[src/rtl/rivyera_core_bridge_pkg.sv]
// Shared widths, command codes, CTRL/STATUS layout and request-buffer types
// for the RIVYERA register bridge.
package rivyera_core_bridge_pkg;

    localparam int C_LENGTH_CMD      = 2;
    localparam int C_LENGTH_ADDR_REG = 16;
    localparam int C_LENGTH_DATA     = 64;
    localparam int C_LENGTH_SLOT     = 4;
    localparam int C_LENGTH_FPGA     = 4;

    localparam logic [C_LENGTH_CMD-1:0] CMD_RD = 2'd1;
    localparam logic [C_LENGTH_CMD-1:0] CMD_WR = 2'd2;

    // CTRL/STATUS sit directly above the output registers
    localparam int CTRL_OFS   = 0;
    localparam int STATUS_OFS = 1;

    localparam int STAT_BUSY = 0;
    localparam int STAT_DONE = 1;
    localparam int STAT_ERR  = 3;

    typedef struct packed {
        logic [C_LENGTH_SLOT-1:0]     slot;
        logic [C_LENGTH_FPGA-1:0]     fpga;
        logic [C_LENGTH_ADDR_REG-1:0] src_reg;
        logic [C_LENGTH_ADDR_REG-1:0] tgt_reg;
    } rq_t;

    typedef enum logic {
        ST_IDLE,
        ST_RUN
    } ctrl_state_e;

    function automatic logic [C_LENGTH_DATA-1:0] status_word(
        input logic err,
        input logic done,
        input logic busy
    );
        logic [C_LENGTH_DATA-1:0] w;
        w = '0;
        w[STAT_ERR]  = err;
        w[STAT_DONE] = done;
        w[STAT_BUSY] = busy;
        return w;
    endfunction

endpackage

[src/rtl/rivyera_rq_fifo.sv]
// Pending read-request buffer: synchronous FIFO with count-based
// full/empty and a first-word-fall-through head.
module rivyera_rq_fifo #(
    parameter int DEPTH = 4,
    parameter int WIDTH = 8
) (
    input  logic             api_clk_in,
    input  logic             reset,
    input  logic             wr_en,
    input  logic [WIDTH-1:0] wr_data,
    input  logic             rd_en,
    output logic [WIDTH-1:0] rd_data,
    output logic             full,
    output logic             empty
);

    localparam int PW = $clog2(DEPTH);

    logic [WIDTH-1:0] mem [DEPTH];
    logic [PW-1:0]    wr_ptr;
    logic [PW-1:0]    rd_ptr;
    logic [PW:0]      count;
    logic             wr_ok;
    logic             rd_ok;

    assign full    = (count == (PW+1)'(DEPTH));
    assign empty   = (count == '0);
    assign wr_ok   = wr_en && !full;
    assign rd_ok   = rd_en && !empty;
    assign rd_data = mem[rd_ptr];

    always_ff @(posedge api_clk_in) begin
        if (wr_ok) begin
            mem[wr_ptr] <= wr_data;
        end
    end

    always_ff @(posedge api_clk_in or posedge reset) begin
        if (reset) begin
            wr_ptr <= '0;
            rd_ptr <= '0;
            count  <= '0;
        end else begin
            if (wr_ok) begin
                wr_ptr <= wr_ptr + PW'(1);
            end
            if (rd_ok) begin
                rd_ptr <= rd_ptr + PW'(1);
            end
            case ({wr_ok, rd_ok})
                2'b10:   count <= count + (PW+1)'(1);
                2'b01:   count <= count - (PW+1)'(1);
                default: count <= count;
            endcase
        end
    end

endmodule

[src/rtl/rivyera_core_bridge.sv]
// Register-mapped bridge between the RIVYERA API FIFOs and one user core.
// Define RIVYERA_BRIDGE_AUTOSTART_EN to also start on a write to reg N_IN-1.
module rivyera_core_bridge
    import rivyera_core_bridge_pkg::*;
#(
    parameter int N_IN     = 6,
    parameter int N_OUT    = 2,
    parameter int RQ_DEPTH = 4,
    parameter int CNT_W    = 32
) (
    input  logic                           api_clk_in,
    input  logic                           api_rst_in,
    input  logic                           api_i_empty_in,
    output logic                           api_i_rd_en_out,
    input  logic [C_LENGTH_CMD-1:0]        api_i_tgt_cmd_in,
    input  logic [C_LENGTH_ADDR_REG-1:0]   api_i_tgt_reg_in,
    input  logic [C_LENGTH_DATA-1:0]       api_i_data_in,
    input  logic [C_LENGTH_SLOT-1:0]       api_i_src_slot_in,
    input  logic [C_LENGTH_FPGA-1:0]       api_i_src_fpga_in,
    input  logic [C_LENGTH_ADDR_REG-1:0]   api_i_src_reg_in,
    input  logic                           api_o_rfd_in,
    output logic                           api_o_wr_en_out,
    output logic [C_LENGTH_SLOT-1:0]       api_o_tgt_slot_out,
    output logic [C_LENGTH_FPGA-1:0]       api_o_tgt_fpga_out,
    output logic [C_LENGTH_ADDR_REG-1:0]   api_o_tgt_reg_out,
    output logic [C_LENGTH_ADDR_REG-1:0]   api_o_src_reg_out,
    output logic [C_LENGTH_DATA-1:0]       api_o_data_out,
    output logic [N_IN*C_LENGTH_DATA-1:0]  core_in_out,
    input  logic [N_OUT*C_LENGTH_DATA-1:0] core_out_in,
    output logic                           core_start_out,
    input  logic                           core_done_in
);

    localparam int AW = C_LENGTH_ADDR_REG;
    localparam int DW = C_LENGTH_DATA;
    localparam logic [AW-1:0] ADDR_CTRL = AW'(N_IN + N_OUT + CTRL_OFS);
    localparam logic [AW-1:0] ADDR_STAT = AW'(N_IN + N_OUT + STATUS_OFS);

    logic [DW-1:0] in_regs [N_IN];
    logic          pop_hold_q;
    logic          pop;
    logic          wr_pop;
    logic          rd_pop;
    logic          start_req;
    logic          rq_full;
    logic          rq_empty;
    rq_t           rq_wdata;
    rq_t           rq_head;
    logic          resp_fire;
    logic          stat_clr;
    logic [DW-1:0] rd_data;
    ctrl_state_e   state;
    logic          busy_q;
    logic          done_q;
    logic          err_q;
    logic [CNT_W-1:0] cnt_q;

    // pop_hold_q resets high so rd_en stays low while reset is asserted
    assign pop             = !api_i_empty_in && !pop_hold_q && !rq_full;
    assign api_i_rd_en_out = pop;
    assign wr_pop          = pop && (api_i_tgt_cmd_in == CMD_WR);
    assign rd_pop          = pop && (api_i_tgt_cmd_in == CMD_RD);

`ifdef RIVYERA_BRIDGE_AUTOSTART_EN
    assign start_req = wr_pop &&
                       (((api_i_tgt_reg_in == ADDR_CTRL) && api_i_data_in[0]) ||
                        (api_i_tgt_reg_in == AW'(N_IN - 1)));
`else
    assign start_req = wr_pop &&
                       (api_i_tgt_reg_in == ADDR_CTRL) && api_i_data_in[0];
`endif

    always_ff @(posedge api_clk_in or posedge api_rst_in) begin
        if (api_rst_in) begin
            pop_hold_q <= 1'b1;
        end else begin
            pop_hold_q <= pop;
        end
    end

    always_ff @(posedge api_clk_in or posedge api_rst_in) begin
        if (api_rst_in) begin
            for (int i = 0; i < N_IN; i++) begin
                in_regs[i] <= '0;
            end
        end else if (wr_pop) begin
            for (int i = 0; i < N_IN; i++) begin
                if (api_i_tgt_reg_in == AW'(i)) begin
                    in_regs[i] <= api_i_data_in;
                end
            end
        end
    end

    for (genvar g = 0; g < N_IN; g++) begin : g_core_in
        assign core_in_out[g*DW +: DW] = in_regs[g];
    end

    assign rq_wdata.slot    = api_i_src_slot_in;
    assign rq_wdata.fpga    = api_i_src_fpga_in;
    assign rq_wdata.src_reg = api_i_src_reg_in;
    assign rq_wdata.tgt_reg = api_i_tgt_reg_in;

    rivyera_rq_fifo #(
        .DEPTH (RQ_DEPTH),
        .WIDTH ($bits(rq_t))
    ) u_rq_fifo (
        .api_clk_in (api_clk_in),
        .reset      (api_rst_in),
        .wr_en      (rd_pop),
        .wr_data    (rq_wdata),
        .rd_en      (resp_fire),
        .rd_data    (rq_head),
        .full       (rq_full),
        .empty      (rq_empty)
    );

    assign resp_fire = !rq_empty && api_o_rfd_in;
    assign stat_clr  = resp_fire && (rq_head.tgt_reg == ADDR_STAT);

    always_comb begin
        rd_data = '0;
        for (int i = 0; i < N_IN; i++) begin
            if (rq_head.tgt_reg == AW'(i)) begin
                rd_data = in_regs[i];
            end
        end
        for (int i = 0; i < N_OUT; i++) begin
            if (rq_head.tgt_reg == AW'(N_IN + i)) begin
                rd_data = core_out_in[i*DW +: DW];
            end
        end
        if (rq_head.tgt_reg == ADDR_CTRL) begin
            rd_data = DW'(cnt_q);
        end
        if (rq_head.tgt_reg == ADDR_STAT) begin
            rd_data = status_word(err_q, done_q, busy_q);
        end
    end

    always_ff @(posedge api_clk_in or posedge api_rst_in) begin
        if (api_rst_in) begin
            api_o_wr_en_out    <= 1'b0;
            api_o_tgt_slot_out <= '0;
            api_o_tgt_fpga_out <= '0;
            api_o_tgt_reg_out  <= '0;
            api_o_src_reg_out  <= '0;
            api_o_data_out     <= '0;
        end else begin
            api_o_wr_en_out <= resp_fire;
            if (resp_fire) begin
                api_o_tgt_slot_out <= rq_head.slot;
                api_o_tgt_fpga_out <= rq_head.fpga;
                api_o_tgt_reg_out  <= rq_head.src_reg;
                api_o_src_reg_out  <= rq_head.tgt_reg;
                api_o_data_out     <= rd_data;
            end
        end
    end

    // a new err event outranks a STATUS read clearing it in the same cycle
    always_ff @(posedge api_clk_in or posedge api_rst_in) begin
        if (api_rst_in) begin
            state          <= ST_IDLE;
            core_start_out <= 1'b0;
            busy_q         <= 1'b0;
            done_q         <= 1'b0;
            err_q          <= 1'b0;
            cnt_q          <= '0;
        end else begin
            core_start_out <= 1'b0;
            if (stat_clr) begin
                err_q <= 1'b0;
            end
            unique case (state)
                ST_IDLE: begin
                    if (start_req) begin
                        state          <= ST_RUN;
                        core_start_out <= 1'b1;
                        busy_q         <= 1'b1;
                        done_q         <= 1'b0;
                        cnt_q          <= '0;
                    end
                end
                ST_RUN: begin
                    if (cnt_q != '1) begin
                        cnt_q <= cnt_q + CNT_W'(1);
                    end
                    if (start_req) begin
                        err_q <= 1'b1;
                    end
                    if (core_done_in) begin
                        state  <= ST_IDLE;
                        busy_q <= 1'b0;
                        done_q <= 1'b1;
                    end
                end
            endcase
        end
    end

endmodule

[config.mk]
export PLATFORM = sky130hd
export DESIGN_NAME = rivyera_core_bridge
export DESIGN_NICKNAME = d
export VERILOG_FILES = /design/src/rtl/rivyera_core_bridge_pkg.sv /design/src/rtl/rivyera_rq_fifo.sv /design/src/rtl/rivyera_core_bridge.sv
export SDC_FILE = /design/constraint.sdc
export NUM_CORES = 1
export LEC_CHECK = 0
export CAP_MARGIN = 20
export CORE_AREA = 3 3 283 285
export CTS_CLUSTER_DIAMETER = 100
export CTS_CLUSTER_SIZE = 40
export DETAILED_ROUTE_END_ITERATION = 10
export DIE_AREA = 0 0 286 288
export PLACE_DENSITY = 0.72
export SLEW_MARGIN = 20
export SYNTH_ARGS = -nofsm -noshare
export SYNTH_HDL_FRONTEND = slang
export SYNTH_HIERARCHICAL = 1
export SYNTH_SLANG_ARGS = --single-unit
[constraint.sdc]
create_clock -name api_clk_in -period 33.8 [get_ports api_clk_in]
set_input_delay 6.76 -clock api_clk_in [delete_from_list [all_inputs] [get_ports api_clk_in]]
set_output_delay 6.76 -clock api_clk_in [all_outputs]
set_load 0.01 [all_outputs]
==> impl_summary.log, run 1 <==
INFO  metric worst-path-max-fanout = 4
INFO  metric powerDensity = 48.3 nW/um^2
INFO  metric synth_enable_flop_cells = 160
INFO  metric drtIter0Drc = roughly 2100
INFO  metric initial_utilization = 0.401
INFO  metric layout.filler_cells = just under 7000
INFO  metric timing.final.setup_violations = 0
INFO  metric drc = 0
INFO  metric grt_max_degree = 169
INFO  metric fp.dieW = ~290 um
INFO  metric worst_ir_drop_vdd = around 38 uV
INFO  metric timing.max_cap.violations = 0
INFO  metric cts.clk_slew.worst_paths = ~0.11 ns
INFO  metric final.setup_skew = roughly 0.05 ns
INFO  metric final_antenna_net_count = 0
INFO  metric max_slew.worst_pin.slew = between 1 and 1.5 ns
INFO  metric ys_ff_latch = between 600 and 700
INFO  metric p_total = 1.97 mW
INFO  metric per_cell_routed_wire_length = just under 30 um
INFO  metric setup_tns = 0 ns
INFO  metric layout.cells.most_common = sky130_fd_sc_hd__clkdlybuf4s50_1
INFO  metric global_routing_usage_summed_across_all_routing_layers = 0.280
INFO  metric critical-path-slowest-cell = sky130_fd_sc_hd__clkdlybuf4s50_1
INFO  metric clkLatencyLatePin = between 0.6 and 0.7 ns
INFO  metric avgViaCountPerCell = around 5.8
INFO  metric cts-buffers-inserted = 30
INFO  metric synthDistinctLibCells = 77
INFO  metric mostFrequentLayoutCells = sky130_fd_sc_hd__clkdlybuf4s50_1 (729), sky130_fd_sc_hd__dfrtp_1 (531), sky130_fd_sc_hd__mux2_2 (426), sky130_fd_sc_hd__nand2_1 (189), sky130_fd_sc_hd__edfxtp_1 (160)
INFO  metric post_cts_resized = 0
INFO  metric cts_tree = yes
INFO  metric cts_max_path_buffers = 3
INFO  metric cts_root_buf = sky130_fd_sc_hd__clkbuf_16
INFO  metric first_pass_grt_wire_length = between 150 and 200 mm
INFO  metric finalCriticalPeriod = about 15 ns
INFO  metric async_flop_share = 0.769
INFO  metric final_min_period_over_clock_period = 0.449
INFO  metric ioPinCount = 730
INFO  metric synthesis.nets = roughly 2600
INFO  metric critical_path_data_arrival_time = approximately 8.4 ns
INFO  metric cts_max_level = 1
INFO  metric antenna_found_initial = 14
INFO  metric power.static_leakage = 16.8 nW
INFO  metric cts_hold_buf = 0
INFO  metric die_height = roughly 290 um
INFO  metric row_count = roughly 100
INFO  metric area_used_by_multi_input_combinational_logic = 12300 um^2
INFO  metric route.final.wire_length = between 100 and 150 mm
INFO  metric yosysSeqAreaShare = 0.584
INFO  metric portBuffers = 729
INFO  metric design.final.nets = 3285
INFO  metric cts_post_setup_buffers_inserted = 0
INFO  metric mappedNetlistArea = between 30000 and 40000 um^2
INFO  metric longest_individual_stage_delay_on_the_worst_path = ~0.66 ns
INFO  metric status = completed
INFO  metric worst_setup_path_end_kind = output pin
INFO  metric final_cell_area = roughly 40000 um^2
INFO  metric synth_warnings = 6
INFO  metric postSynth.topFlopCell = sky130_fd_sc_hd__dfrtp_1
INFO  metric core_area = roughly 78000 um^2
INFO  metric layout-drive-gt1-share = 0.199
INFO  metric critPathRequiredTime = 27.04 ns
INFO  metric worst_slew_margin_rel = 0.238
INFO  metric area_growth = 30.8%
INFO  metric path_cells = clkdlybuf4s50_1 > nor3_1 > clkdlybuf4s50_1
INFO  metric path_common_cell = sky130_fd_sc_hd__clkdlybuf4s50_1
INFO  metric setup_repair_after_global_routing_missed_its_margin = false
INFO  metric first_pass_iters = 5
INFO  metric postPlaceCellArea = roughly 40000 um^2
INFO  metric gpl.final_weighted_congestion = approximately 0.9
INFO  metric tritoncts_num_sinks = between 600 and 700
INFO  metric final-hold-violation-count = 0
INFO  metric grt-ovfl-total = 0
INFO  metric min_path_type = flop to flop
INFO  metric final_core_util = 0.525
INFO  metric register_area = approximately 18000 um^2
INFO  metric floorplan_die_area = just over 80000 um^2
INFO  metric place.detailed.instances = a little over 4000
INFO  metric grt_pass1_vias = between 20000 and 25000
INFO  metric drv_slew = 0
INFO  metric fmax = 65.9 MHz
INFO  metric final_cell_count_no_fill = 4112
INFO  metric post_synth_inst_count = between 2000 and 2500
INFO  metric hpwlAfterDp = between 80 and 90 mm
INFO  metric setup.worst_path.class = input pin to output pin
INFO  metric route.vias.total = approximately 24000
INFO  metric synth_area_per_cell = approximately 13 um^2
INFO  metric startpoint_type = input pin
## path summary, 6_finish.rpt
check / startpoint / to / slack, ns / cells past startpoint
worst max-delay path: api_i_empty_in / api_i_rd_en_out / 18.62 / 3
worst min-delay path: api_o_src_reg_out[14] / api_o_src_reg_out[14] / 0.48 / 2
worst max register to register: u_rq_fifo/rd_ptr[0] / api_o_data_out[29] / 28.50 / 10
worst min register to register: api_o_src_reg_out[14] / api_o_src_reg_out[14] / 0.48 / 2
max in group asynchronous: api_rst_in / core_in_out[297] / 24.14 / 5
min in group asynchronous: api_rst_in / u_rq_fifo/count[0] / 6.53 / 2
## where the power goes
group / switching, mW / internal [mW] / leakage (nW)
clock: 0.301 / 0.205 / 0.544
sequential: 0.0240 / 0.896 / 8.68
combinational: 0.334 / 0.206 / 7.56
total: 0.659 / 1.31 / 16.8
## Yosys cell counts, types with 4 or more instances
library cell                instances  area share
sky130_fd_sc_hd__mux4_2            41       0.030
sky130_fd_sc_hd__xor2_1             6      0.0017
sky130_fd_sc_hd__buf_2             17      0.0027
sky130_fd_sc_hd__xnor2_1           26      0.0073
sky130_fd_sc_hd__a222oi_1          21      0.0068
sky130_fd_sc_hd__a22oi_1           36      0.0087
sky130_fd_sc_hd__o21ai_0           98       0.016
sky130_fd_sc_hd__o2bb2ai_1         29      0.0082
sky130_fd_sc_hd__nand3_1           25      0.0040
sky130_fd_sc_hd__or4_1              6      0.0014
sky130_fd_sc_hd__nor4_1            24      0.0048
sky130_fd_sc_hd__o21a_1             6      0.0014
sky130_fd_sc_hd__dfrtp_1          533        0.43
sky130_fd_sc_hd__buf_1             18      0.0022
sky130_fd_sc_hd__mux2_2           426        0.15
sky130_fd_sc_hd__o22ai_1           27      0.0054
sky130_fd_sc_hd__nor2b_1           57       0.011
sky130_fd_sc_hd__o211ai_1           4     0.00096
sky130_fd_sc_hd__and3_1             4     0.00080
sky130_fd_sc_hd__mux2i_1           33       0.011
sky130_fd_sc_hd__a21o_1            22      0.0053
sky130_fd_sc_hd__and4_1             6      0.0017
sky130_fd_sc_hd__a2bb2oi_1          4      0.0011
sky130_fd_sc_hd__edfxtp_1         160        0.15
sky130_fd_sc_hd__or3_1              7      0.0014
sky130_fd_sc_hd__inv_1             21      0.0025
sky130_fd_sc_hd__a221o_1           21      0.0068
sky130_fd_sc_hd__clkbuf_1         135       0.016
sky130_fd_sc_hd__nand2b_1           7      0.0014
sky130_fd_sc_hd__nor4b_1            4      0.0011
sky130_fd_sc_hd__o21bai_1           4     0.00096
sky130_fd_sc_hd__a221oi_1          24      0.0068
sky130_fd_sc_hd__buf_12             4      0.0026
sky130_fd_sc_hd__and2_1             8      0.0016
sky130_fd_sc_hd__nor3_1            22      0.0035
sky130_fd_sc_hd__o2111ai_1          4      0.0011
sky130_fd_sc_hd__a21oi_1          129       0.021
sky130_fd_sc_hd__nand4_1           16      0.0032
sky130_fd_sc_hd__nand2_1          189       0.023
sky130_fd_sc_hd__nor2_1            84       0.010
sky130_fd_sc_hd__o221ai_1          35      0.0098
sky130_fd_sc_hd__ha_1               6      0.0024
## flip-flops by register name (all words and copies together), names as in the netlist, 2 cells and up
signal / cells
u_rq_fifo/mem: 160
api_o_tgt_slot_out: 4
api_o_tgt_reg_out: 16
core_in_out: 384
api_o_src_reg_out: 16
cnt_q: 32
api_o_data_out: 64
u_rq_fifo/count: 3
u_rq_fifo/wr_ptr: 2
api_o_tgt_fpga_out: 4
u_rq_fifo/rd_ptr: 2
## per-stage QoR
step / worst slack [ns] / hold WS (ns)
floorplan: 12.32 / 0.476
global placement: 18.55 / 0.458
detailed placement: 18.56 / 0.463
CTS: 18.54 / 0.489
global route: 18.50 / 0.521
finish: 18.62 / 0.485
## cell families after synthesis
group           after synthesis  synth area share
compound gates              488             0.106
xor+xnor                     32           0.00900
fa+ha+maj                     7           0.00305
buf+inv                     197            0.0268
flops                       694             0.584
mux                         502             0.196
simple gates                478            0.0751
## layout make-up
type                    instances  area share
clock inverters                17     0.00777
repair buffers                784       0.190
well taps                    1040      0.0320
diodes                         10    0.000614
flip-flops and latches        694       0.446
clock buffers                  38      0.0202
inverters                      22     0.00221
multi-input cells            1507       0.301
## per-layer routing
metal / routed length, um / global-route usage / share of wire
met1: 46600 / 0.356 / 0.39
met4: 4750 / 0.111 / 0.040
met2: 59000 / 0.470 / 0.49
met3: 9330 / 0.0572 / 0.078
met5: 23 / 0 / 0.00019
## worst max-delay path, delay by kind of cell
family | cells | cell delay (ns)
buf+inv | 2 | 1.13
simple gates | 1 | 0.52
Note: power is estimated with default switching activity, not from simulation.
==> run 2, diff against run 1 <==
--- a/config.mk
+++ b/config.mk
@@ -6,12 +6,12 @@
 export NUM_CORES = 1
 export LEC_CHECK = 0
 export CAP_MARGIN = 20
-export CORE_AREA = 3 3 283 285
+export CORE_AREA = 3 3 281 283
 export CTS_CLUSTER_DIAMETER = 100
 export CTS_CLUSTER_SIZE = 40
 export DETAILED_ROUTE_END_ITERATION = 10
-export DIE_AREA = 0 0 286 288
-export PLACE_DENSITY = 0.72
+export DIE_AREA = 0 0 284 286
+export PLACE_DENSITY = 0.76
 export SLEW_MARGIN = 20
 export SYNTH_ARGS = -nofsm -noshare
 export SYNTH_HDL_FRONTEND = slang
==> constraint.sdc (replaced) <==
create_clock -name api_clk_in -period 13.4 [get_ports api_clk_in]
set_input_delay 2.68 -clock api_clk_in [delete_from_list [all_inputs] [get_ports api_clk_in]]
set_output_delay 2.68 -clock api_clk_in [all_outputs]
set_load 0.01 [all_outputs]
==> impl_summary.log, run 2 (synthesized netlist as in run 1, its figures left out) <==
INFO  metric cts_root_buf = sky130_fd_sc_hd__clkbuf_16
INFO  metric cts-buffers-inserted = 30
INFO  metric largest_reg_flops = around 380
INFO  metric setup.worst_path.class = input pin to output pin
INFO  metric power.share.combinational = 0.272
INFO  metric worst-path-max-fanout = 4
INFO  metric grt_max_degree = between 150 and 200
INFO  metric grt-ovfl-total = 0
INFO  metric worst_setup_path_end_kind = output pin
INFO  metric core_area = slightly below 80000 um^2
INFO  metric ioPinCount = between 700 and 800
INFO  metric path_common_cell = sky130_fd_sc_hd__clkdlybuf4s50_1
INFO  metric area_growth = 31.0%
INFO  metric drc = 0
INFO  metric global_routing_usage_summed_across_all_routing_layers = 0.281
INFO  metric final-hold-violation-count = 0
INFO  metric critical-path-slowest-cell = sky130_fd_sc_hd__clkdlybuf4s50_1
INFO  metric cts_max_level = 1
INFO  metric cts_max_path_buffers = 3
INFO  metric fmax = 147 MHz
INFO  metric min_path_type = flop to flop
INFO  metric critical_path.n_buffers_inverters = 2
INFO  metric worst_slew_margin_rel = 0.199
INFO  metric final_cell_count_no_fill = 4114
INFO  metric status = completed
INFO  metric design.final.nets = about 3300
INFO  metric die_height = roughly 290 um
INFO  metric timing.final.setup_violations = 0
INFO  metric power.share.clock = 0.259
INFO  metric drtIter0Drc = 2279
INFO  metric first_pass_iters = 8
INFO  metric powerDensity = roughly 120 nW/um^2
INFO  metric power.switching_fraction = 0.343
INFO  metric avgViaCountPerCell = approximately 5.9
INFO  metric initial_utilization = 0.405
INFO  metric route.vias.total = ~24000
INFO  metric final_antenna_net_count = 0
INFO  metric setup_repair_after_global_routing_missed_its_margin = false
INFO  metric final_min_period_over_clock_period = 0.507
INFO  metric critical_path_cell_count = 3
INFO  metric reg2reg_slack = between 7 and 8 ns
INFO  metric hpwlAfterDp = 83.6 mm
INFO  metric post_cts_resized = 0
INFO  metric layout.cells.most_common = sky130_fd_sc_hd__clkdlybuf4s50_1
INFO  metric cts_tree = yes
INFO  metric gpl.final_weighted_congestion = approximately 0.94
INFO  metric final.setup_skew = ~0.07 ns
INFO  metric max_slew.worst_pin.slew = 1.19 ns
INFO  metric route.final.wire_length = around 120 mm
INFO  metric cts.clk_slew.worst_paths = 0.11 ns
INFO  metric clkLatencyLatePin = about 0.66 ns
INFO  metric longest_individual_stage_delay_on_the_worst_path = around 0.62 ns
INFO  metric grt_pass1_vias = between 20000 and 25000
INFO  metric startpoint_type = input pin
INFO  metric row_count = between 100 and 150
INFO  metric floorplan_die_area = roughly 80000 um^2
INFO  metric layout.filler_cells = between 6000 and 7000
INFO  metric postPlaceCellArea = 39600 um^2
INFO  metric drv_slew = 0
INFO  metric fp.dieW = ~280 um
INFO  metric register_area = about 18000 um^2
INFO  metric path_cells = clkdlybuf4s50_1 > nor3_1 > clkdlybuf4s50_1
INFO  metric critPathRequiredTime = between 10 and 15 ns
INFO  metric cts_hold_buf = 0
INFO  metric first_pass_grt_wire_length = 171 mm
INFO  metric per_cell_routed_wire_length = 28.8 um
INFO  metric portBuffers = roughly 730
INFO  metric cts_post_setup_buffers_inserted = 0
INFO  metric worst_r2r_startpoint = u_rq_fifo/rd_ptr[0]
INFO  metric reg2regPathDepth = 8
INFO  metric finalCriticalPeriod = around 6.8 ns
INFO  metric setup_tns = 0 ns
INFO  metric final_cell_area = between 40000 and 50000 um^2
INFO  metric path_delay_family = buffers and inverters
INFO  metric tritoncts_num_sinks = ~700
INFO  metric critical_path_data_arrival_time = between 4 and 5 ns
INFO  metric mostFrequentLayoutCells = sky130_fd_sc_hd__clkdlybuf4s50_1 (729), sky130_fd_sc_hd__dfrtp_1 (531), sky130_fd_sc_hd__mux2_2 (426), sky130_fd_sc_hd__nand2_1 (189), sky130_fd_sc_hd__edfxtp_1 (160)
INFO  metric layout-drive-gt1-share = 0.200
INFO  metric crit_start = api_i_empty_in
INFO  metric p_switching = 1.71 mW
INFO  metric internal-power = 3.27 mW
INFO  metric final_core_util = 0.530
INFO  metric critical_path.endpoint = api_i_rd_en_out
INFO  metric power.share.sequential = 0.469
INFO  metric critical_path.reg2reg.endpoint = api_o_data_out[29]
INFO  metric area_used_by_multi_input_combinational_logic = ~12000 um^2
INFO  metric antenna_found_initial = 20
INFO  metric power.static_leakage = approximately 17 nW
INFO  metric place.detailed.instances = 4044
INFO  metric worst_ir_drop_vdd = 98.2 uV
INFO  metric timing.max_cap.violations = 0
-- run 2: cell count changes in the layout (fill, tap and decap cells not counted), moves of 3 or more --
| cell | delta |
|---|---|
| sky130_fd_sc_hd__buf_4 | -4 |
| sky130_fd_sc_hd__inv_12 | +4 |
| sky130_fd_sc_hd__diode_2 | +3 |
| sky130_fd_sc_hd__clkinv_16 | +3 |
-- run 2: worst min path at each step --
stage | endpoint | depth (start not counted) | from | slack [ns]
final | api_o_tgt_reg_out[15] | 2 | api_o_tgt_reg_out[15] | 0.48
after global routing | api_o_tgt_reg_out[15] | 2 | api_o_tgt_reg_out[15] | 0.51
after CTS | api_o_tgt_reg_out[15] | 2 | api_o_tgt_reg_out[15] | 0.49
after detailed placement | api_o_tgt_reg_out[15] | 2 | api_o_tgt_reg_out[15] | 0.46
after global placement | api_o_tgt_slot_out[0] | 2 | api_o_tgt_slot_out[0] | 0.46
after floorplan | u_rq_fifo/count[2] | 1 | u_rq_fifo/count[2] | 0.48
-- run 2: area by class of cell --
type | count | share of cell area
clock inverters | 22 | 0.0101
flip-flops and latches | 694 | 0.445
diodes | 13 | 0.000797
multi-input cells | 1507 | 0.301
inverters | 22 | 0.00212
clock buffers | 34 | 0.0193
well taps | 1040 | 0.0319
repair buffers | 782 | 0.189
-- run 2: per-layer routing --
layer	share of wire	up-vias	track usage
met4	0.056	14	0.135
met1	0.38	12400	0.353
met3	0.087	279	0.0626
met5	0.00078	-	0
met2	0.48	1260	0.463
li1	-	10300	-
-- run 2: stage by stage --
stage / setup slack [ns] / hold WS (ns) / power, mW
floorplan: 3.56 / 0.476 / 3.16
global placement: 6.62 / 0.457 / 3.71
detailed placement: 6.62 / 0.461 / 3.73
CTS: 6.62 / 0.489 / 5.01
global route: 6.53 / 0.515 / 5.18
finish: 6.60 / 0.485 / 4.98
-- run 2: tightest hold or removal path, delay by kind of cell (launching register included) --
family	cells	cell delay, ns
AND/OR/NAND/NOR	2	0.11
flip-flops	1	0.35
-- run 2: power by group through the flow --
| stage | Sequential (mW) | Combinational, mW | Clock, mW |
|---|---|---|---|
| global route | 2.35 | 1.45 | 1.38 |
| floorplan | 2.38 | 0.789 | 0 |
| detailed placement | 2.38 | 1.35 | 0 |
| global placement | 2.38 | 1.33 | 0 |
| finish | 2.34 | 1.36 | 1.29 |
| CTS | 2.34 | 1.36 | 1.31 |
